--- src/rtl/i2c_target_rx.sv ---
// Write-only I2C target: filtered SCL/SDA, START/STOP detection, address match,
// byte reception handed off over valid/ready, open-drain ACK generation.
module i2c_target_rx #(
  parameter logic [6:0] ADDR        = 7'h2A,
  parameter int         SYNC_STAGES = 2,
  parameter int         FILTER_LEN  = 3,
  parameter int         SDA_OE_BIT  = 3
) (
  input  logic       clk,
  input  logic       reset,
  input  logic       sck,
  input  logic       read_channel,
  output logic       write_channel,
  output logic [7:0] direction,
  output logic       seen_start,
  output logic       seen_repeated_start,
  output logic       seen_stop,
  output logic [7:0] rx_data,
  output logic       rx_valid,
  input  logic       rx_ready,
  output logic       addr_match,
  output logic       overrun
);

  localparam int CNT_W = $clog2(FILTER_LEN + 1);

  typedef enum logic [2:0] {
    IDLE, ADDR_S, ADDR_ACK, DATA, DATA_ACK, IGNORE
  } state_t;

  logic [1:0] raw_in;
  logic [1:0] filt;

  assign raw_in = {read_channel, sck};

  // Per line: synchroniser chain, then a stability counter that only lets the
  // filtered value follow once the synced value has differed for FILTER_LEN cycles.
  genvar gi;
  generate
    for (gi = 0; gi < 2; gi++) begin : g_line
      logic [SYNC_STAGES-1:0] sync_reg;
      logic [CNT_W-1:0]       cnt_reg;
      logic                   filt_reg;

      always_ff @(posedge clk) begin
        if (reset) begin
          sync_reg <= '1;
          cnt_reg  <= '0;
          filt_reg <= 1'b1;
        end else begin
          sync_reg <= {sync_reg[SYNC_STAGES-2:0], raw_in[gi]};
          if (sync_reg[SYNC_STAGES-1] == filt_reg) begin
            cnt_reg <= '0;
          end else if (cnt_reg == CNT_W'(FILTER_LEN - 1)) begin
            filt_reg <= sync_reg[SYNC_STAGES-1];
            cnt_reg  <= '0;
          end else begin
            cnt_reg <= cnt_reg + 1'b1;
          end
        end
      end

      assign filt[gi] = filt_reg;
    end
  endgenerate

  logic fs, fd;
  logic fs_prev_reg, fd_prev_reg;
  logic fs_rise, fs_fall, start_evt, stop_evt;

  assign fs        = filt[0];
  assign fd        = filt[1];
  assign fs_rise   = fs & ~fs_prev_reg;
  assign fs_fall   = ~fs & fs_prev_reg;
  assign start_evt = fs & fs_prev_reg & fd_prev_reg & ~fd;
  assign stop_evt  = fs & fs_prev_reg & ~fd_prev_reg & fd;

  state_t     state_reg;
  logic [7:0] shift_reg;
  logic [3:0] bit_cnt_reg;
  logic       ack_reg;

  // The pad is only ever driven low; releasing means turning the enable off.
  assign write_channel = ~ack_reg;
  assign direction     = 8'(ack_reg) << SDA_OE_BIT;

  always_ff @(posedge clk) begin
    if (reset) begin
      fs_prev_reg         <= 1'b1;
      fd_prev_reg         <= 1'b1;
      state_reg           <= IDLE;
      shift_reg           <= '0;
      bit_cnt_reg         <= '0;
      ack_reg             <= 1'b0;
      seen_start          <= 1'b0;
      seen_repeated_start <= 1'b0;
      seen_stop           <= 1'b0;
      rx_data             <= '0;
      rx_valid            <= 1'b0;
      addr_match          <= 1'b0;
      overrun             <= 1'b0;
    end else begin
      fs_prev_reg         <= fs;
      fd_prev_reg         <= fd;
      seen_start          <= 1'b0;
      seen_repeated_start <= 1'b0;
      seen_stop           <= 1'b0;
      if (rx_valid && rx_ready) rx_valid <= 1'b0;

      // Bus conditions take priority over any SCL edge seen in the same cycle.
      if (stop_evt) begin
        state_reg  <= IDLE;
        seen_stop  <= 1'b1;
        ack_reg    <= 1'b0;
        addr_match <= 1'b0;
      end else if (start_evt) begin
        state_reg   <= ADDR_S;
        bit_cnt_reg <= '0;
        ack_reg     <= 1'b0;
        addr_match  <= 1'b0;
        if (state_reg == IDLE) seen_start <= 1'b1;
        else                   seen_repeated_start <= 1'b1;
      end else begin
        case (state_reg)
          ADDR_S: begin
            if (fs_rise) begin
              shift_reg   <= {shift_reg[6:0], fd};
              bit_cnt_reg <= bit_cnt_reg + 1'b1;
            end else if (fs_fall && bit_cnt_reg == 4'd8) begin
              if (shift_reg[7:1] == ADDR && !shift_reg[0]) begin
                ack_reg   <= 1'b1;
                state_reg <= ADDR_ACK;
              end else begin
                state_reg <= IGNORE;
              end
            end
          end
          ADDR_ACK: begin
            if (fs_fall) begin
              ack_reg     <= 1'b0;
              addr_match  <= 1'b1;
              bit_cnt_reg <= '0;
              state_reg   <= DATA;
            end
          end
          DATA: begin
            if (fs_rise) begin
              shift_reg   <= {shift_reg[6:0], fd};
              bit_cnt_reg <= bit_cnt_reg + 1'b1;
            end else if (fs_fall && bit_cnt_reg == 4'd8) begin
              if (!rx_valid || rx_ready) begin
                rx_data   <= shift_reg;
                rx_valid  <= 1'b1;
                ack_reg   <= 1'b1;
                state_reg <= DATA_ACK;
              end else begin
                overrun   <= 1'b1;
                state_reg <= IGNORE;
              end
            end
          end
          DATA_ACK: begin
            if (fs_fall) begin
              ack_reg     <= 1'b0;
              bit_cnt_reg <= '0;
              state_reg   <= DATA;
            end
          end
          IDLE, IGNORE: ;
          default: state_reg <= IDLE;
        endcase
      end
    end
  end

endmodule

--- config.mk ---
export PLATFORM = sky130hd
export DESIGN_NAME = i2c_target_rx
export DESIGN_NICKNAME = d
export VERILOG_FILES = /design/src/rtl/i2c_target_rx.sv
export SDC_FILE = /design/constraint.sdc
export NUM_CORES = 1
export LEC_CHECK = 0
export CAP_MARGIN = 10
export CELL_PAD_IN_SITES_DETAIL_PLACEMENT = 0
export CELL_PAD_IN_SITES_GLOBAL_PLACEMENT = 1
export CORE_ASPECT_RATIO = 0.6
export CORE_UTILIZATION = 25
export CTS_CLUSTER_DIAMETER = 40
export DETAILED_ROUTE_END_ITERATION = 7
export HOLD_SLACK_MARGIN = 0.02
export PLACE_DENSITY_LB_ADDON = 0.1
export SYNTH_ARGS = -nofsm -noshare
export SYNTH_HDL_FRONTEND = slang
export SYNTH_SLANG_ARGS = --single-unit
--- constraint.sdc ---
create_clock -name clk -period 3.27 [get_ports clk]
set_input_delay 0.327 -clock clk [delete_from_list [all_inputs] [get_ports clk]]
set_output_delay 0.327 -clock clk [all_outputs]
set_load 0.005 [all_outputs]
==> results summary <==
The sink count of the clock tree came out at 42. The headroom to the max-slew limit came out at 0.440. Across every metal layer, demand over resource in global routing totals 0.124. Buffers added to address setup during post-CTS repair amount to 0. The initial antenna violation count came out at 0.

The number of endpoints with negative hold slack in the final report is 0. The tightest min-delay check is of the reg2reg type. The net count of the finished layout is 226. STA classifies the critical path startpoint as a flip-flop. The post-synthesis sequential element count is 42. In this run the remaining antenna-violating nets after routing total 0. After detailed routing, the average wire length per cell comes to 14.1 um. The first-pass GRT wire length came out at 6.98 mm. The number of placed instances, taps included, is 297. The average cell area after synthesis is 9.01 um^2. The library cell contributing the largest single delay on the critical path is sky130_fd_sc_hd__and4_1. The clock buffer count from CTS came out at 5. Walking the worst path, the cells encountered are nor2b_1 -> and4_1 -> nand3_1 -> a21oi_1. The total internal power is 0.886 mW. The mapped cell area came out at 1830 um^2. Setup slack closes at 1.59 ns. In this design, the stage delay of the slowest critical-path cell is 0.53 ns. The die width came out at 112 um. The number of H-tree levels came out at 2. The maximum root-to-sink buffer count came out at 2. Of the total power, the share spent switching nets is 0.187. The static leakage came out at 0.768 nW. The share of total power in combinational logic is 0.021. The via count of the first global-routing pass was 1371. The length of the first detailed-routing pass in iterations is 5. The routed via count divided by cell count came out at 4.67. Setup violations remaining at the end of the flow were counted as 0.

The pin slew with the least headroom to its limit is 0.838 ns. The boundary pin count came out at 28. The worst ir drop on vdd came out at 0.248 mV.

The total wire length after detailed routing is 4.30 mm. Setup repair after global routing left no endpoint under its margin. The clock-pin slew of the registers on the worst-case setup and hold paths is 0.06 ns. The final count of pins violating max slew came out at 0. From synthesis to final layout, the design area changed by 21.0%. The data arrival at the endpoint of the critical path came out at 1.88 ns.

The largest fanout of any net on the critical path came out at 11. The maximum number of pins on one net before global-route repair is 24. Of the synthesized area, sequential elements account for 0.460.

Among cell families on the critical path, the largest total delay comes from simple AND/OR/NAND/NOR gates. The share of synthesized registers carrying an async set or reset is 0. The DRC violation count after routing is 0. At the end of the flow the core is filled with cells to 0.322. For this design the total switching power over the nets is 0.204 mW. The HPWL reported at the end of detailed placement is 3.13 mm. The clock root buffer is sky130_fd_sc_hd__clkbuf_16. Counting distinct cell types in the post-synthesis netlist gives 46.

The count of buffers from port buffering is 20. The type of the worst setup path is reg2reg. The fraction of the cycle the final worst path needs is 0.515. The max-cap violation count is 0. The number of DRC markers after the initial detailed-route iteration came out at 74. The clock period could shrink to 1.68 ns. The total of warnings raised by yosys is 0. The number of antenna diodes in the final layout is 0. The source-to-sink clock delay at the later pin of the worst-skew pair is 0.28 ns. The floorplan has 23 rows. The floorplan step defined a die boundary enclosing 7670 um^2. The total area inside the core boundary comes to 6880 um^2. The power density over the cells is 492 nW/um^2. The quantity of hold-fixing buffers added after cts is 0. STA classifies the critical path endpoint as a flip-flop. The combined buffer and inverter count along the critical path is 0. The global placer's final weighted congestion is 0.712. Of the total power, the clock network draws 0.505. The layout cell share with drive strength beyond 1 is 0.0872. Counting the fill cells in the layout gives 705. In this run the register-to-register setup slack is 1.59 ns. TritonCTS built the clock tree.

The sequential cell fraction of total power is 0.475. The synthesized design contains 0 enable-type register cells. For the worst setup path, the data required time is 3.46 ns. The initial utilization of the core area, before any placement, comes to 0.266. The y dimension of the die is 68.3 um. Static timing analysis puts the maximum clock frequency at 594 MHz. The sum of overflow across all layers after global routing is 0. The sum of negative setup slack came out at 0 ns. The count of mapped cells out of synthesis is 203. The flow ran to the end, and the final reports show no timing, DRC or antenna violations. The via count of the routed design is 1424.

The setup slack after placement is 1.36 ns. The total of cells resized after clock tree synthesis came out at 0. The most used flip-flop cell after synthesis is sky130_fd_sc_hd__dfxtp_1.

The number of standard cells in the layout, taps in and fillers out came out at 305. The worst clock skew on the final layout is 0.00550 ns.
kinds of logic after synthesis:
group,Yosys count,synth area share
other,1,0.00205
adder cells (fa/ha/maj),5,0.0328
buffers and inverters,27,0.0787
AND/OR/NAND/NOR,80,0.256
XOR/XNOR,4,0.0192
AO/OA/AOI/OAI,44,0.152
flip-flops,42,0.460
cells in the final DEF (no fill, tap or decap), drive strengths merged, types with 2 or more instances in the layout:
cell	synthesis	routed
conb	1	7
o21ai	8	8
nand4	2	2
clkdlybuf4s50	0	20
nor3	3	3
a2111oi	2	2
nand3	11	11
and4b	2	2
clkbuf	3	7
xnor2	2	2
ha	4	4
nand2	19	19
nand3b	3	3
or3	3	3
dfxtp	42	42
and2b	2	2
xor2	2	2
nor3b	3	3
inv	7	7
a311oi	2	2
a31o	2	2
nor2b	5	5
a21oi	23	23
nor2	11	11
or2	6	6
a211o	2	2
nand2b	3	3
nand4b	2	2
Yosys cell counts, types with 2 or more instances:
cell | number | area (um^2)
sky130_fd_sc_hd__dfxtp_1 | 42 | 841
sky130_fd_sc_hd__a21oi_1 | 23 | 115
sky130_fd_sc_hd__nand2_1 | 19 | 71.3
sky130_fd_sc_hd__nand3_1 | 11 | 55.1
sky130_fd_sc_hd__nor2_1 | 11 | 41.3
sky130_fd_sc_hd__buf_4 | 9 | 67.6
sky130_fd_sc_hd__o21ai_0 | 8 | 40.0
sky130_fd_sc_hd__buf_2 | 7 | 35.0
sky130_fd_sc_hd__inv_1 | 7 | 26.3
sky130_fd_sc_hd__or2_2 | 6 | 37.5
sky130_fd_sc_hd__nor2b_1 | 5 | 31.3
sky130_fd_sc_hd__ha_1 | 4 | 50.1
sky130_fd_sc_hd__clkbuf_1 | 3 | 11.3
sky130_fd_sc_hd__nand2b_1 | 3 | 18.8
sky130_fd_sc_hd__nand3b_1 | 3 | 22.5
sky130_fd_sc_hd__nor3_1 | 3 | 15.0
sky130_fd_sc_hd__or3_1 | 3 | 18.8
sky130_fd_sc_hd__a211o_1 | 2 | 17.5
sky130_fd_sc_hd__a311oi_1 | 2 | 17.5
sky130_fd_sc_hd__and4b_1 | 2 | 20.0
sky130_fd_sc_hd__nand4b_1 | 2 | 17.5
sky130_fd_sc_hd__nor3b_1 | 2 | 15.0
sky130_fd_sc_hd__xnor2_1 | 2 | 17.5
sky130_fd_sc_hd__xor2_1 | 2 | 17.5
worst paths after layout:
check / cells after the start / end / start
min: 1 / g_line[0].cnt_reg[0] / g_line[0].cnt_reg[0]
min reg2reg: 1 / g_line[0].cnt_reg[0] / g_line[0].cnt_reg[0]
max reg2reg: 4 / rx_data[0] / bit_cnt_reg[3]
max: 4 / rx_data[0] / bit_cnt_reg[3]
power groups by stage:
stage,sequential [mW],clock [mW],combinational (mW)
4_1_cts,0.517,0.564,0.0227
5_1_grt,0.517,0.587,0.0257
3_3_place_gp,0.528,0,0.0220
3_5_place_dp,0.528,0,0.0226
2_1_floorplan,0.528,0,0.0208
6_report,0.517,0.550,0.0227
metrics by stage:
stage                     hold slack (ns)  total power, mW  cell area (um^2)
after floorplan                     0.389            0.548              1850
after global placement              0.395            0.550              2050
after detailed placement            0.396            0.551              2050
after CTS                           0.410             1.10              2210
after global routing                0.443             1.13              2210
final                               0.408             1.09              2210
final cells by class:
class                           count  area [um^2]  share of cell area
Tap cell                           87          109              0.0492
Multi-Input combinational cell    140          867               0.392
Timing Repair Buffer               21          208              0.0938
Clock inverter                      1         30.0              0.0136
Clock buffer                        7          133              0.0599
Sequential cell                    42          841               0.380
Inverter                            7         26.3              0.0119
per-layer routing:
metal,vias to the layer above,GRT usage,wire length (um),part of all wire
li1,718,-,-,-
met1,650,0.174,2420,0.56
met2,51,0.173,1620,0.38
met3,5,0.0328,209,0.049
met4,0,0.0650,49,0.011
met5,-,0,0,0
No activity file was read; power rests on OpenSTA's default activity.
